$ cat src/rtl/stream_pkg.sv
// -----------------------------------------------------------------------------
// stream_pkg
// Shared definitions for the stream arbiter: FSM state encoding and the default
// data width / burst length used by stream_arbiter.
// -----------------------------------------------------------------------------
package stream_pkg;

  // FSM encoding kept as plain constants so legacy netlists and scripts that
  // probe the state bit keep working.
  localparam logic [0:0] ST_IDLE = 1'b0;
  localparam logic [0:0] ST_XFER = 1'b1;

  localparam int DEFAULT_DW        = 8;
  // Matches the 16-entry downstream buffer.
  localparam int DEFAULT_MAX_BURST = 16;

endpackage

$ cat src/rtl/rr_pick.sv
// -----------------------------------------------------------------------------
// rr_pick
// Round-robin winner selection: the lowest request index at or after ptr,
// wrapping modulo N, wins.
//
// Ports
//   req     in   N   request vector
//   ptr     in   PW  search start index (must be < N)
//   winner  out  N   one-hot winner, all-zero when no request
//   any     out  1   at least one request present
// -----------------------------------------------------------------------------
module rr_pick #(
  parameter int N  = 4,
  parameter int PW = (N > 1) ? $clog2(N) : 1
) (
  input  logic [N-1:0]  req,
  input  logic [PW-1:0] ptr,
  output logic [N-1:0]  winner,
  output logic          any
);

  always_comb begin
    logic          found;
    logic [PW:0]   idx;
    // NOTE: every combinational output gets a default before any branch;
    // otherwise a path that skips the assignment infers a latch.
    winner = '0;
    found  = 1'b0;
    idx    = '0;
    for (int i = 0; i < N; i++) begin
      // One extra bit holds ptr+i before the single wrap subtraction.
      idx = {1'b0, ptr} + (PW+1)'(i);
      if (idx >= (PW+1)'(N)) idx = idx - (PW+1)'(N);
      if (!found && req[idx[PW-1:0]]) begin
        winner[idx[PW-1:0]] = 1'b1;
        found               = 1'b1;
      end
    end
  end

  assign any = |req;

endmodule

$ cat src/rtl/stream_arbiter.sv
// -----------------------------------------------------------------------------
// stream_arbiter
// Round-robin arbiter that merges NREQ AXI-stream-like requester channels onto
// one downstream port. A grant is held for a whole packet, or until MAX_BURST
// beats have moved, after which the owner re-arbitrates for the remainder.
//
// Optional feature: define STREAM_ARB_WATCHDOG_EN to compile in a stall
// watchdog that releases an owner whose valid stays low for TIMEOUT XFER
// cycles and pulses `timeout`. Without it `timeout` is tied low.
//
// Ports
//   clk, rst_n          clock, asynchronous active-low reset
//   en                  global enable; low blocks new grants only
//   s_tdata/tvalid/tlast  requester channels, channel i at [i*DW +: DW]
//   s_tready            per-channel ready (only the owner sees m_tready)
//   m_tdata/tvalid/tlast  downstream stream, muxed from the owner
//   m_tready            downstream ready
//   op_en               en delayed by one cycle
//   grant               one-hot owner, zero when idle
//   busy                high while a grant is held
//   timeout             one-cycle pulse on watchdog release
// -----------------------------------------------------------------------------
module stream_arbiter
  import stream_pkg::*;
#(
  parameter int NREQ      = 4,
  parameter int DW        = DEFAULT_DW,
  parameter int MAX_BURST = DEFAULT_MAX_BURST,
  parameter int TIMEOUT   = 64
) (
  input  logic             clk,
  input  logic             rst_n,
  input  logic             en,
  input  logic [NREQ*DW-1:0] s_tdata,
  input  logic [NREQ-1:0]  s_tvalid,
  input  logic [NREQ-1:0]  s_tlast,
  output logic [NREQ-1:0]  s_tready,
  output logic [DW-1:0]    m_tdata,
  output logic             m_tvalid,
  output logic             m_tlast,
  input  logic             m_tready,
  output logic             op_en,
  output logic [NREQ-1:0]  grant,
  output logic             busy,
  output logic             timeout
);

  localparam int PW = $clog2(NREQ);
  localparam int BW = $clog2(MAX_BURST) + 1;

  if (NREQ < 2 || NREQ > 8) begin : g_bad_nreq
    $error("stream_arbiter: NREQ must be in 2..8");
  end
  if (TIMEOUT < 1) begin : g_bad_timeout
    $error("stream_arbiter: TIMEOUT must be at least 1");
  end

  logic [0:0]      r_state;
  logic [NREQ-1:0] r_grant;
  logic [PW-1:0]   r_rr_ptr;
  logic [BW-1:0]   r_burst_cnt;
  logic            r_op_en;
  logic            r_run;

  logic [NREQ-1:0] w_win;
  logic            w_any;
  logic [PW-1:0]   w_gidx;
  logic [PW-1:0]   w_next_ptr;
  logic            w_beat;
  logic            w_burst_done;
  logic            w_wd_fire;
  logic            w_release;

  rr_pick #(.N(NREQ), .PW(PW)) u_rr_pick (
    .req    (s_tvalid),
    .ptr    (r_rr_ptr),
    .winner (w_win),
    .any    (w_any)
  );

  // Index of the current owner, used only to advance the pointer on release.
  always_comb begin
    w_gidx = '0;
    for (int i = 0; i < NREQ; i++)
      if (r_grant[i]) w_gidx = PW'(i);
  end

  assign w_next_ptr = (w_gidx == PW'(NREQ-1)) ? '0 : w_gidx + 1'b1;

  // grant is all-zero in IDLE, so every masked output below collapses to its
  // idle value without consulting the state, including during reset.
  always_comb begin
    m_tdata = '0;
    for (int i = 0; i < NREQ; i++)
      if (r_grant[i]) m_tdata = s_tdata[i*DW +: DW];
  end

  assign m_tvalid = |(r_grant & s_tvalid);
  assign m_tlast  = |(r_grant & s_tlast);
  assign s_tready = r_grant & {NREQ{m_tready}};

  assign w_beat       = m_tvalid & m_tready;
  assign w_burst_done = (r_burst_cnt == BW'(MAX_BURST - 1));
  assign w_release    = (w_beat & (m_tlast | w_burst_done)) | w_wd_fire;

`ifdef STREAM_ARB_WATCHDOG_EN
  localparam int SW = $clog2(TIMEOUT) + 1;

  logic [SW-1:0] r_stall_cnt;
  logic          r_timeout;
  logic          w_stall;

  assign w_stall   = (r_state == ST_XFER) & ~m_tvalid;
  assign w_wd_fire = w_stall & (r_stall_cnt == SW'(TIMEOUT - 1));

  always_ff @(posedge clk or negedge rst_n) begin
    if (!rst_n) begin
      r_stall_cnt <= '0;
      r_timeout   <= 1'b0;
    end else begin
      r_timeout <= w_wd_fire;
      // Any valid from the owner (or leaving XFER) restarts the count.
      if (w_stall && !w_wd_fire) r_stall_cnt <= r_stall_cnt + 1'b1;
      else                       r_stall_cnt <= '0;
    end
  end

  assign timeout = r_timeout;
`else
  assign w_wd_fire = 1'b0;
  assign timeout   = 1'b0;
`endif

  // NOTE: state registers use non-blocking assignments so every flop samples
  // the pre-edge values, independent of statement order.
  always_ff @(posedge clk or negedge rst_n) begin
    if (!rst_n) begin
      r_state     <= ST_IDLE;
      r_grant     <= '0;
      r_rr_ptr    <= '0;
      r_burst_cnt <= '0;
      r_op_en     <= 1'b0;
      r_run       <= 1'b0;
    end else begin
      r_op_en <= en;
      // Reset release is taken through this flop, so the first grant can
      // happen no earlier than the second edge after deassertion.
      r_run   <= 1'b1;
      case (r_state)
        ST_IDLE: begin
          if (r_run && en && w_any) begin
            r_state     <= ST_XFER;
            r_grant     <= w_win;
            r_burst_cnt <= '0;
          end
        end
        ST_XFER: begin
          if (w_release) begin
            r_state     <= ST_IDLE;
            r_grant     <= '0;
            r_burst_cnt <= '0;
            r_rr_ptr    <= w_next_ptr;
          end else if (w_beat) begin
            r_burst_cnt <= r_burst_cnt + 1'b1;
          end
        end
        default: r_state <= ST_IDLE;
      endcase
    end
  end

  assign grant = r_grant;
  assign busy  = (r_state == ST_XFER);
  assign op_en = r_op_en;

endmodule
$ cat config.mk
export PLATFORM = sky130hd
export DESIGN_NAME = stream_arbiter
export DESIGN_NICKNAME = d
export VERILOG_FILES = /design/src/rtl/stream_pkg.sv /design/src/rtl/rr_pick.sv /design/src/rtl/stream_arbiter.sv
export SDC_FILE = /design/constraint.sdc
export NUM_CORES = 1
export LEC_CHECK = 0
export BUFFER_PORTS_ARGS = -buffer_cell sky130_fd_sc_hd__buf_2
export CORE_UTILIZATION = 43
export CTS_CLUSTER_DIAMETER = 30
export CTS_CLUSTER_SIZE = 28
export DETAILED_ROUTE_END_ITERATION = 10
export GPL_TIMING_DRIVEN = 0
export PLACE_DENSITY_LB_ADDON = 0.1
export SETUP_SLACK_MARGIN = 0.15
export SYNTH_ARGS = -nofsm -noshare
export SYNTH_HDL_FRONTEND = slang
export SYNTH_SLANG_ARGS = --single-unit
export TNS_END_PERCENT = 1
$ cat constraint.sdc
create_clock -name clk -period 2.5 [get_ports clk]
set_clock_uncertainty 0.05 [all_clocks]
set_input_delay 0.5 -clock clk [delete_from_list [all_inputs] [get_ports clk]]
set_output_delay 0.5 -clock clk [all_outputs]
set_load 0.01 [all_outputs]
==> run summary <==
The area share of the leading cell type in the synthesized netlist works out to 25.4%. The tools report the worst reg2reg path startpoint as r_rr_ptr[0]. On the critical path, the stage with the largest delay is an instance of sky130_fd_sc_hd__mux4_2. Summed over all failing endpoints, the final setup total negative slack is 0 ns. The post-route fraction of the period consumed by the critical path was 92.7%. Of the cells placed in the final design, the portion with a size suffix greater than 1 is 38.3%.

The run gives 3660 microns as the total wire length. The routability-driven placement congestion ratio is 0.847. Setup repair after global routing could not meet its margin everywhere. The total routing usage reported by global routing was 21.8%.

Timing would allow up to 432 MHz. Number of levels the H-tree was split into: 1. Yosys attributes the largest share of cell area to sky130_fd_sc_hd__dfrtp_1 (25%), sky130_fd_sc_hd__ha_1 (8.2%), sky130_fd_sc_hd__a221oi_1 (7.0%). STA classifies the critical path endpoint as a flop.

The later pin in the worst-skew pair is clocked with a latency of 0.28 ns. By count the netlist is led by sky130_fd_sc_hd__nand2_1 (15), sky130_fd_sc_hd__dfrtp_1 (14), sky130_fd_sc_hd__nor2_1 (12). Synthesis handed over a netlist of 158 instances. STA puts the critical path data arrival time at 2.41 ns. The total design power is 1.87 mW, and the routed wire length per instance is 13.8 microns. Clock tree synthesis inserted a total of 3 buffers.

Counting cells, the worst reg-to-reg path comes to 7. The run gives 82 as the iteration-0 DRC count of the detailed router. The dominant synthesized flop cell is sky130_fd_sc_hd__dfrtp_1. At the pin with the least slew margin, the transition time is 0.489 ns.

The number of enable flip-flop cells after synthesis works out to 0. For this run, design rule violations remaining after detail routing come to 0. The total count of max-transition violations in the final report is 0, and the remaining global-route overflow is 0. With fillers left out, the area of the finished cells amounts to 1800 sq um.

The number of distinct library cells after synthesis is 45, and the width of the die is 58.7 microns. The clock passes through at most 2 buffers. The count of hold-fix buffers inserted at cts was 0; the async set-reset flop share out of synthesis was 100%. The first global-routing pass estimated 5750 microns of wire.

The die is 58.7 microns tall. The leakage power was 0.812 nW; the placeable core region was 3050 sq um. For the final design utilization, the log shows 58.9%.

The logs give 45.2% for the starting utilization of the core area and 0.658 mV for the largest vdd supply drop. The master cell of the clock root buffer is sky130_fd_sc_hd__clkbuf_4. The most critical setup path has its startpoint at r_rr_ptr[0]. The run finished with clean final reports. For the max-capacitance violation count, the log shows 0. For the initial antenna violation count, the log shows 0.

The worst hold-check path type is input port to asynchronous set/reset pin. The count of synthesis-stage warnings from yosys is 0. The critical path is of the flop to flop type. In this run the tightest slew margin relative to its limit is 67.2%. The share of the Yosys chip area taken by registers is 25.4%.

Maximum number of pins on one net before global-route repair: 15. The cell area that synthesis handed to floorplanning was 1380 sq um. Once detailed placement completed, the half-perimeter wirelength came to 2880 microns. The tree built by TritonCTS fans out to 14 sinks.

Setup slack on the worst reg-to-reg path comes out at 0.18 ns. On the worst path, the slowest cell contributes a delay of 0.54 ns. Across all layers, the routed design uses 1467 vias.

The pre-antenna-repair detailed-routing pass consisted of 4 iterations. The number of nets in the layout was 276. Area growth from synthesis to layout: 30.1%. For the via count of the first global-routing pass, the log shows 1307.

The repair_antennas step left the layout with diodes totalling 0. The initialized floorplan defines 20 standard-cell rows. Number of hold-slack violations in the final timing report: 0.

The detail route stage leaves a number of antenna-violating nets equal to 0. The signal on the critical path passes through buf_6 > inv_1 > ha_4 > mux4_2 > nor2b_2 > a221oi_1 > a311oi_1. Data on the critical path is required at its endpoint by 2.60 ns.

Dividing total power by cell area gives a power density of 1040 nW/um^2. sky130_fd_sc_hd__dfrtp_1 takes more of the synthesized area than any other cell. TritonCTS built the clock tree. The final setup violation count was 0; the area of placed instances was 1730 sq um. The average size of a mapped cell is 8.74 sq um. In this run the worst path has a maximum fanout of 10. The clock period could shrink to 2.32 ns. Number of vias per cell after detailed routing: 5.52. The end of the worst register-to-register path is grant[3].

The most common cell in the synthesized netlist is sky130_fd_sc_hd__nand2_1. Clock-pin slew was measured on the worst setup and hold paths at 0.08 ns. STA classifies the critical path startpoint as a flop. Post-synthesis net count: 211. For the die area, the log shows 3440 sq um.

In this run, synthesis produced a sequential element count of 14. For this design the top-level I/O count stands at 65. The quantity of I/O buffers inserted on ports works out to 59.
[state kept, by name, summed over array words and instances (netlist names)]
signal	count
r_rr_ptr	2
r_run	1
busy	1
op_en	1
r_burst_cnt	5
grant	4
[per-stage QoR]
stage | setup slack, ns | hold slack, ns | instances
final | 0.183 | 0.0468 | 266
after global routing | 0.101 | 0.0539 | 266
after CTS | 0.144 | 0.0488 | 266
after detailed placement | -0.0276 | 0.363 | 261
after global placement | -0.0217 | 0.355 | 261
after floorplan | 0.229 | 0.154 | 158
[metal layers]
layer | GRT usage [%] | wire length [microns]
met5 | 0 | 0
met4 | 7.48 | 45
met3 | 2.20 | 130
met2 | 37.3 | 1790
met1 | 28.9 | 1700
[cell usage in the layout (no fill, tap or decap), drive strengths merged, types with 7 or more instances in the layout]
cell / count
a221oi: 11
buf: 66
clkbuf: 11
dfrtp: 14
ha: 9
inv: 7
nand2: 15
nor2: 12
o21ai: 8
o31ai: 7
[report_power, final]
part / switching (mW) / total (mW) / leakage (nW) / internal (mW)
registers: 0.0939 / 0.401 / 0.173 / 0.308
clock network: 0.0726 / 0.161 / 0.0210 / 0.0886
logic: 0.731 / 1.31 / 0.617 / 0.578
[area by class of cell]
| cell class | instances | area (sq um) |
|---|---|---|
| Clock buffer | 4 | 36.3 |
| Buffer | 13 | 80.1 |
| Tap cell | 44 | 55.1 |
| Fill cell | 299 | 1260 |
| Timing Repair Buffer | 60 | 303 |
| Inverter | 7 | 26.3 |
| Multi-Input combinational cell | 124 | 943 |
| Sequential cell | 14 | 353 |
[critical path, delay by kind of cell (launching register included)]
| family | cells | cell delay, ns |
|---|---|---|
| muxes | 1 | 0.54 |
| and+or+nand+nor | 1 | 0.20 |
| buffers and inverters | 2 | 0.23 |
| adders and majority gates | 1 | 0.31 |
| AOI/OAI and AO/OA | 2 | 0.47 |
| DFF | 1 | 0.39 |
[logic make-up (layout without fill, tap and decap cells)]
family / after synthesis / in the layout / share of synthesized area [%]
multiplexers: 4 / 4 / 4.80
buffers and inverters: 20 / 84 / 7.43
adder cells (fa/ha/maj): 9 / 9 / 8.15
AND/OR/NAND/NOR: 57 / 57 / 22.8
other: 2 / 2 / 0.544
AO/OA/AOI/OAI: 52 / 52 / 30.9
flip-flops: 14 / 14 / 25.4
[timing repair]
action,in CTS,in global routing
setup endpoints to repair,10,12
resized for setup,4,6
setup buffers,1,0
[how the worst max path moves through the flow]
stage                      end  cells past startpoint
finish                grant[3]                      7
global route        m_tdata[7]                      4
CTS                   grant[3]                      7
detailed placement    grant[3]                      7
global placement      grant[3]                      7
floorplan             grant[0]                      7
No activity file was read; power rests on OpenSTA's default activity.
